==> config.mk <==
export PLATFORM = sky130hd
export DESIGN_NAME = move_scheduler
export DESIGN_NICKNAME = d
export VERILOG_FILES = /design/src/rtl/move_scheduler.sv
export SDC_FILE = /design/constraint.sdc
export NUM_CORES = 1
export LEC_CHECK = 0
export CAP_MARGIN = 20
export CORE_MARGIN = 2
export CORE_UTILIZATION = 25
export DETAILED_ROUTE_END_ITERATION = 8
export SYNTH_ARGS = -nofsm -noshare
export SYNTH_HDL_FRONTEND = slang
export SYNTH_SLANG_ARGS = --single-unit
==> constraint.sdc <==
create_clock -name CLOCK_25 -period 4.4 [get_ports CLOCK_25]
set_clock_uncertainty 0.2 [all_clocks]
set_input_delay 0.88 -clock CLOCK_25 [delete_from_list [all_inputs] [get_ports CLOCK_25]]
set_output_delay 0.88 -clock CLOCK_25 [all_outputs]
set_load 0.01 [all_outputs]
==> src/rtl/move_scheduler.sv <==
// Tile-step move sequencer for the maze game: samples the buttons once per frame,
// checks the target tile against the wall store via req/ack and commits open moves.
module move_scheduler #(
  parameter int unsigned TILE         = 16,
  parameter int unsigned X_MIN        = 128,
  parameter int unsigned X_MAX        = 768,
  parameter int unsigned Y_MIN        = 35,
  parameter int unsigned Y_MAX        = 499,
  parameter int unsigned START_X      = 439,
  parameter int unsigned START_Y      = 266,
  parameter int unsigned REPEAT_DELAY = 15,
  parameter int unsigned REPEAT_RATE  = 4,
  parameter int unsigned ACK_TIMEOUT  = 255
) (
  input  logic       CLOCK_25,
  input  logic       reset,
  input  logic       frame_tick,
  input  logic       btn_up,
  input  logic       btn_down,
  input  logic       btn_left,
  input  logic       btn_right,
  output logic       wall_req,
  output logic [9:0] wall_x,
  output logic [9:0] wall_y,
  input  logic       wall_ack,
  input  logic       wall_hit,
  output logic [9:0] x_pos,
  output logic [9:0] y_pos,
  output logic       moved,
  output logic       busy
);

  localparam int unsigned RptW = $clog2(REPEAT_DELAY + 1);
  localparam int unsigned ToW  = $clog2(ACK_TIMEOUT + 1);

  localparam logic signed [10:0] TileS = 11'(TILE);
  localparam logic signed [10:0] XMinS = 11'(X_MIN);
  localparam logic signed [10:0] XMaxS = 11'(X_MAX);
  localparam logic signed [10:0] YMinS = 11'(Y_MIN);
  localparam logic signed [10:0] YMaxS = 11'(Y_MAX);
  localparam logic [ToW-1:0]     ToLast = ToW'(ACK_TIMEOUT - 1);

  typedef enum logic [1:0] {StIdle, StLookup, StCommit, StHold} state_e;
  typedef enum logic [1:0] {DirLeft, DirDown, DirUp, DirRight} dir_e;

  state_e          state_q, state_d;
  dir_e            dir_q, dir_d, btn_dir, step_dir;
  logic [9:0]      x_q, x_d, y_q, y_d;
  logic [9:0]      tgt_x_q, tgt_x_d, tgt_y_q, tgt_y_d;
  logic [RptW-1:0] rpt_q, rpt_d;
  logic [ToW-1:0]  to_q, to_d;
  logic            any_btn, dir_held;
  logic signed [10:0] sx, sy, nx, ny;

  always_ff @(posedge CLOCK_25) begin
    if (reset) begin
      state_q <= StIdle;
      dir_q   <= DirLeft;
      x_q     <= 10'(START_X);
      y_q     <= 10'(START_Y);
      tgt_x_q <= '0;
      tgt_y_q <= '0;
      rpt_q   <= '0;
      to_q    <= '0;
    end else begin
      state_q <= state_d;
      dir_q   <= dir_d;
      x_q     <= x_d;
      y_q     <= y_d;
      tgt_x_q <= tgt_x_d;
      tgt_y_q <= tgt_y_d;
      rpt_q   <= rpt_d;
      to_q    <= to_d;
    end
  end

  // Priority left > down > up > right; buttons are active-low.
  always_comb begin
    any_btn = ~(btn_left & btn_down & btn_up & btn_right);
    if (!btn_left)      btn_dir = DirLeft;
    else if (!btn_down) btn_dir = DirDown;
    else if (!btn_up)   btn_dir = DirUp;
    else                btn_dir = DirRight;
    unique case (dir_q)
      DirLeft:  dir_held = ~btn_left;
      DirDown:  dir_held = ~btn_down;
      DirUp:    dir_held = ~btn_up;
      default:  dir_held = ~btn_right;
    endcase
  end

  // Target from the committed position, wrapping to the opposite edge.
  always_comb begin
    step_dir = (state_q == StIdle) ? btn_dir : dir_q;
    sx = $signed({1'b0, x_q});
    sy = $signed({1'b0, y_q});
    nx = sx;
    ny = sy;
    unique case (step_dir)
      DirLeft: begin
        nx = sx - TileS;
        if (nx < XMinS) nx = XMaxS;
      end
      DirRight: begin
        nx = sx + TileS;
        if (nx > XMaxS) nx = XMinS;
      end
      DirUp: begin
        ny = sy - TileS;
        if (ny < YMinS) ny = YMaxS;
      end
      default: begin
        ny = sy + TileS;
        if (ny > YMaxS) ny = YMinS;
      end
    endcase
  end

  always_comb begin
    state_d = state_q;
    dir_d   = dir_q;
    x_d     = x_q;
    y_d     = y_q;
    tgt_x_d = tgt_x_q;
    tgt_y_d = tgt_y_q;
    rpt_d   = rpt_q;
    to_d    = to_q;
    unique case (state_q)
      StIdle: begin
        if (frame_tick && any_btn) begin
          state_d = StLookup;
          dir_d   = btn_dir;
          tgt_x_d = nx[9:0];
          tgt_y_d = ny[9:0];
          rpt_d   = RptW'(REPEAT_DELAY);
          to_d    = '0;
        end
      end
      StLookup: begin
        if (wall_ack) begin
          state_d = wall_hit ? StHold : StCommit;
        end else if (to_q == ToLast) begin
          state_d = StHold;
        end else begin
          to_d = to_q + 1'b1;
        end
      end
      StCommit: begin
        x_d     = tgt_x_q;
        y_d     = tgt_y_q;
        state_d = StHold;
      end
      default: begin
        if (frame_tick) begin
          if (!dir_held) begin
            state_d = StIdle;
          end else if (rpt_q == RptW'(1)) begin
            state_d = StLookup;
            tgt_x_d = nx[9:0];
            tgt_y_d = ny[9:0];
            rpt_d   = RptW'(REPEAT_RATE);
            to_d    = '0;
          end else begin
            rpt_d = rpt_q - 1'b1;
          end
        end
      end
    endcase
  end

  always_comb begin
    wall_req = (state_q == StLookup);
    moved    = (state_q == StCommit);
    busy     = (state_q == StLookup) || (state_q == StCommit);
    wall_x   = tgt_x_q;
    wall_y   = tgt_y_q;
    x_pos    = x_q;
    y_pos    = y_q;
  end

endmodule

==> reports/metrics.yaml, run 1 <==
clocking:
  cts_tree: "built"
  numCtsBuffers: 5
  cts_buffer_depth: 2
  cts_resized: 0
  cts_setup_buffers: 0
  clk_pin_slew_worst_paths_ns: 0.07
  cts-root-buf: "clkbuf_16"
  htree_num_levels: 2
  cts_sinks: 56
  clock_latency_ns: 0.29
  ctsHoldBuffers: 0
power:
  leakagePower_nw: 1.507
  p_comb_frac: 0.501
  ir_drop_mv: 0.2617
  p_int_mw: 1.384
  p_per_area_nw_per_um2: 564.4
  power_frac_clock: 0.159
  switching_power_mw: 0.9829
  p_seq_frac: 0.339
  p_sw_frac: 0.4153
final_layout:
  fillCellCount: 1436
  syn_to_final_growth_pct: 23.33
  drive_gt1_frac: 0.04158
  antenna_cells: 0
  final_util: 0.3166
  final_nets: 483
  final_cells: 633
worst_setup_path:
  startpoint_type: "primary input"
  critical_path.max_fanout: 15
  critPathKind: "primary input to flip-flop"
  crit_arrival_ns: 3.59
  slowest_delay_ns: 0.56
  required_ns: 4.44
  critPathCaptureType: "flip-flop"
  path_cells: "clkdlybuf4s50_1 > mux4_2 > or4_4 > o22ai_4 > nand2_2 > a211oi_1 > a22o_1"
  crit_slowest_cell: "mux4_2"
sta:
  min_period_ns: 3.551
  rsz0062_at_grt: "false"
  finalHoldViolCount: 0
  slew_viol_final: 0
  fin_tns_setup_ns: 0
  fin_crit_sh: 0.8070
  relSlewSlack: 0.4648
  max_freq_mhz: 281.6
  worst_pin_slew_ns: 0.8027
  setup_viol: 0
  hold_ws_ns: 0.2903
yosys:
  synth.area.top_cells: "dfxtp_1, ha_1, mux2i_1, nor2_1, nand2_1"
  synth_seq_cells: 56
  synth_area_um2: 3400
  yosysWarningCount: 0
  ys_async_sr_fraction: 0
  synthCells: 420
  yosys-top-cells-count: "dfxtp_1, nor2_1, nand2_1"
  syn_area_per_cell_um2: 8.094
  synth_most_common_cell: "dfxtp_1"
  synth-edff-count: 0
  yosysSeqAreaShare: 0.3298
  yosysTopAreaCell: "dfxtp_1"
  synth_top_area_frac: 0.3298
  synth_cell_types: 55
  ys.flop_type: "dfxtp_1"
  syn-num-nets: 446
placed_design:
  dp_cells: 626
  hpwl_um: 6586
  port_buffers: 51
  gp_congestion: 0.8410
grt:
  grt_max_degree: 29
  grt_pass1_wl_um: 15620
  grt_pass1_vias: 3138
  antenna_found_initial: 0
  grtUsageTotal: 0.1296
  grt-ovfl-total: 0
drt:
  wl_met3_um: 420
  avgRoutedWirePerCell_um: 14.34
  detail-route-antenna-nets: 0
  vias: 3222
  via_per_inst: 5.090
  met2_length_um: 4014
  wl_met1_um: 4556
  first_pass_iters: 4
  top_layer: "met4"
  drt_wl_total_um: 9075
  drc_errors: 0
  drt_iter0_drc: 274
floorplan:
  die_w_um: 120.6
  rows: 42
  die_height_um: 120.6
  io_pins: 52
  dieArea_um2: 14550
  initial_utilization: 0.2567
  core_um2: 13240
flow_run:
  cap_violations: 0
outcome:
  outcome: "finished clean"
min_path:
  hp-class: "flip-flop to flip-flop"
-- kinds of logic (layout without fill, tap and decap cells) --
| kind of cell | Yosys count | after routing | share of synthesized area |
|---|---|---|---|
| simple gates | 154 | 154 | 0.2179 |
| compound gates | 102 | 102 | 0.2164 |
| flops | 56 | 56 | 0.3298 |
| buf+inv | 50 | 87 | 0.05631 |
| mux | 21 | 21 | 0.06551 |
| xor+xnor | 20 | 20 | 0.05153 |
| fa+ha+maj | 17 | 17 | 0.06257 |
-- power groups by stage --
stage / clock network [mW] / logic [mW] / registers, mW
3_3_place_gp: 0 / 1.16 / 0.813
5_1_grt: 0.408 / 1.32 / 0.835
4_1_cts: 0.387 / 1.19 / 0.807
3_5_place_dp: 0 / 1.18 / 0.813
2_1_floorplan: 0 / 0.770 / 0.787
6_report: 0.377 / 1.19 / 0.803
-- cell type report --
class	count	area [um^2]	area share
inverter	26	97.59	0.02328
sequential	56	1121	0.2674
tap	176	220.2	0.05252
timing repair buffer	54	533.0	0.1271
clock inverter	1	5.005	0.001194
multi-input combinational	314	2087	0.4978
clock buffer	6	128.9	0.03074
-- metal layers --
metal,vias up,global-route usage
met4,0,0.02616
met3,9,0.02453
met5,-,0
li1,1593,-
met1,1526,0.1850
met2,94,0.2030
-- sequential cells by signal, indices dropped and copies added (netlist names) --
name	flops
dir_q	2
rpt_q	4
state_q	2
to_q	8
wall_x	10
wall_y	10
x_pos	10
y_pos	10
-- layout by cell type, fill, tap and decap left out, types with 2 or more instances in the layout --
master / count
nor2b_1: 4
o221ai_1: 4
or3_1: 7
o31ai_1: 2
nand3b_1: 3
a32oi_1: 2
buf_4: 3
a31oi_1: 8
and2_1: 3
a21boi_0: 4
nand3_1: 14
nand2_2: 2
nor3_1: 16
a311oi_1: 3
xor2_1: 10
a21oi_1: 18
nand4_1: 7
a221o_1: 3
clkdlybuf4s50_1: 51
a22o_1: 7
nand2_1: 38
o21a_1: 3
a41oi_1: 2
nand2b_1: 5
a211oi_1: 7
o21ai_0: 18
o221a_2: 3
ha_1: 17
xnor2_1: 10
inv_1: 26
nor2_1: 42
and3_1: 3
o211ai_1: 5
dfxtp_1: 56
clkbuf_16: 5
nor4_1: 6
mux2i_1: 20
-- stage by stage --
stage / total power, mW / instance area, um^2 / setup slack (ns)
2_1_floorplan: 1.558 / 3400 / 1.506
3_3_place_gp: 1.972 / 4059 / 0.6595
3_5_place_dp: 1.995 / 4059 / 0.5616
4_1_cts: 2.384 / 4193 / 0.8533
5_1_grt: 2.560 / 4193 / 0.6774
6_report: 2.366 / 4193 / 0.8491
-- final timing paths --
| check | slack [ns] | startpoint | end | cells past startpoint |
|---|---|---|---|---|
| worst max-delay path | 0.85 | btn_left | wall_y[3] | 7 |
| worst min-delay path | 0.29 | wall_x[5] | wall_x[5] | 2 |
| worst max register to register | 1.48 | state_q[0] | wall_y[3] | 7 |
| worst min register to register | 0.29 | wall_x[5] | wall_x[5] | 2 |
-- critical path, delay by kind of cell --
family,cells,cell delay (ns)
buf+inv,1,0.48
simple gates,2,0.69
mux,1,0.56
compound gates,3,0.96
Note: power is estimated with default switching activity, not from simulation.
==> run 2, diff against run 1 <==
==> constraint.sdc (replaced) <==
create_clock -name CLOCK_25 -period 3.7 [get_ports CLOCK_25]
set_clock_uncertainty 0.2 [all_clocks]
set_input_delay 0.74 -clock CLOCK_25 [delete_from_list [all_inputs] [get_ports CLOCK_25]]
set_output_delay 0.74 -clock CLOCK_25 [all_outputs]
set_load 0.01 [all_outputs]
==> run 2 against run 1 <==
  * Sequential share of layout area shrank 0.33 points
  * Global-route usage grew 0.16 points
  * Core utilization grew 0.40 points
  * Total power grew 24%
  * Die area is the same
  * First-iteration DRC count shrank 24%
  * Register-to-register slack lost 0.63 ns
  * Critical path type unchanged
  * Critical endpoint is now wall_y[6]
  * Largest cell class unchanged
==> reports/metrics.yaml, run 2 (synthesized netlist as in run 1, its figures left out) <==
worst_setup_path:
  crit_arrival_ns: 3.16
  crit_family: "simple AND/OR/NAND/NOR gates"
  startpoint: "btn_down"
  r2r_cells: 9
  startpoint_type: "primary input"
  critical_path.max_fanout: 9
  path_cells: "clkdlybuf4s50_1 > mux4_2 > or4_4 > o22ai_4 > nor2_1 > a221o_1"
  slowest_delay_ns: 0.56
  crit-reg2reg-capture: "wall_y[0]"
  critPathCaptureType: "flip-flop"
  required_ns: 3.67
  critPathKind: "primary input to flip-flop"
  critical_path_buf_inv_count: 1
  regToRegSetupSlack_ns: 0.85
  crit_slowest_cell: "mux4_2"
  timing.rr.start: "y_pos[4]"
placed_design:
  gp_congestion: 0.8727
  dp_cells: 629
  hpwl_um: 6825
  port_buffers: 51
  preCtsSetupSlack_ns: 0.2200
sta:
  setup_viol: 0
  rsz0062_at_grt: "false"
  relSlewSlack: 0.4794
  fin_tns_setup_ns: 0
  finalHoldViolCount: 0
  slew_viol_final: 0
  max_freq_mhz: 313.8
  min_period_ns: 3.187
  layout_setup_ws_ns: 0.5128
  fin_crit_sh: 0.8614
  worst_pin_slew_ns: 0.7743
final_layout:
  final_nets: 486
  final_common_cell: "dfxtp_1"
  drive_gt1_frac: 0.04989
  fillCellCount: 1406
  antenna_cells: 0
  final_cells: 637
  layout_common_cells: "dfxtp_1, clkdlybuf4s50_1, nor2_1"
  syn_to_final_growth_pct: 24.88
  regArea_um2: 1121
  multi_input_area_um2: 2087
min_path:
  whs_path_depth: 2
  min-delay-start: "wall_x[5]"
  hold_end: "wall_x[5]"
  hp-class: "flip-flop to flip-flop"
drt:
  via_per_inst: 5.083
  drt_iter0_drc: 209
  drc_errors: 0
  detail-route-antenna-nets: 0
  avgRoutedWirePerCell_um: 14.75
  drt_wl_total_um: 9395
  vias: 3238
  first_pass_iters: 4
clocking:
  cts_buffer_depth: 2
  clk_pin_slew_worst_paths_ns: 0.07
  clock_latency_ns: 0.29
  cts_sinks: 56
  cts_setup_buffers: 0
  cts-root-buf: "clkbuf_16"
  numCtsBuffers: 5
  cts_tree: "built"
  ctsHoldBuffers: 0
  htree_num_levels: 2
  cts_resized: 0
power:
  power.total_mw: 2.924
  ir_drop_mv: 0.3251
  leakagePower_nw: 1.535
  p_per_area_nw_per_um2: 688.7
floorplan:
  rows: 42
  initial_utilization: 0.2567
  core_um2: 13240
  die_w_um: 120.6
  die_height_um: 120.6
  dieArea_um2: 14550
  io_pins: 52
grt:
  antenna_found_initial: 0
  grtUsageTotal: 0.1311
  grt_pass1_vias: 3175
  grt-ovfl-total: 0
  grt_max_degree: 27
  grt_pass1_wl_um: 15710
outcome:
  outcome: "finished clean"
flow_run:
  cap_violations: 0
run 2: routing by layer:
metal,track usage,up-vias,routed length [um]
met4,0.03198,0,101
met2,0.2083,109,4224
met5,0,-,0
met1,0.1821,1530,4518
li1,-,1591,-
met3,0.02594,8,551
run 2: metrics by stage:
stage	instance area, um^2	hold slack, ns	util
6_report	4245	0.2915	0.3206
5_1_grt	4245	0.3359	0.3206
4_1_cts	4245	0.2890	0.3206
3_5_place_dp	4081	0.2683	0.3082
3_3_place_gp	4081	0.2799	0.3082
2_1_floorplan	3400	0.2682	-
run 2: layout make-up:
| class | instances | share of cell area |
|---|---|---|
| clock buffers | 6 | 0.03036 |
| flip-flops and latches | 56 | 0.2641 |
| well taps | 176 | 0.05187 |
| repair buffers | 57 | 0.1309 |
| inverters | 26 | 0.02299 |
| clock inverters | 2 | 0.008252 |
| multi-input cells | 314 | 0.4916 |
run 2: worst max-delay path by stage:
stage	end	slack, ns	depth (start not counted)
after floorplan	wall_y[8]	0.95	5
after global placement	wall_y[8]	0.29	6
after detailed placement	wall_y[6]	0.22	6
after CTS	wall_y[6]	0.51	6
after global routing	wall_y[2]	0.39	7
final	wall_y[6]	0.51	6
run 2: power breakdown:
| part | switching (mW) | leakage, nW | internal, mW |
|---|---|---|---|
| logic | 0.779 | 0.998 | 0.655 |
| registers | 0.197 | 0.457 | 0.759 |
| clock network | 0.215 | 0.0808 | 0.319 |
run 2: tightest hold or removal path: stages (launching register included):
cell and delay (ns):
dfxtp_1 0.33, nand2_1 0.06, a21oi_1 0.06
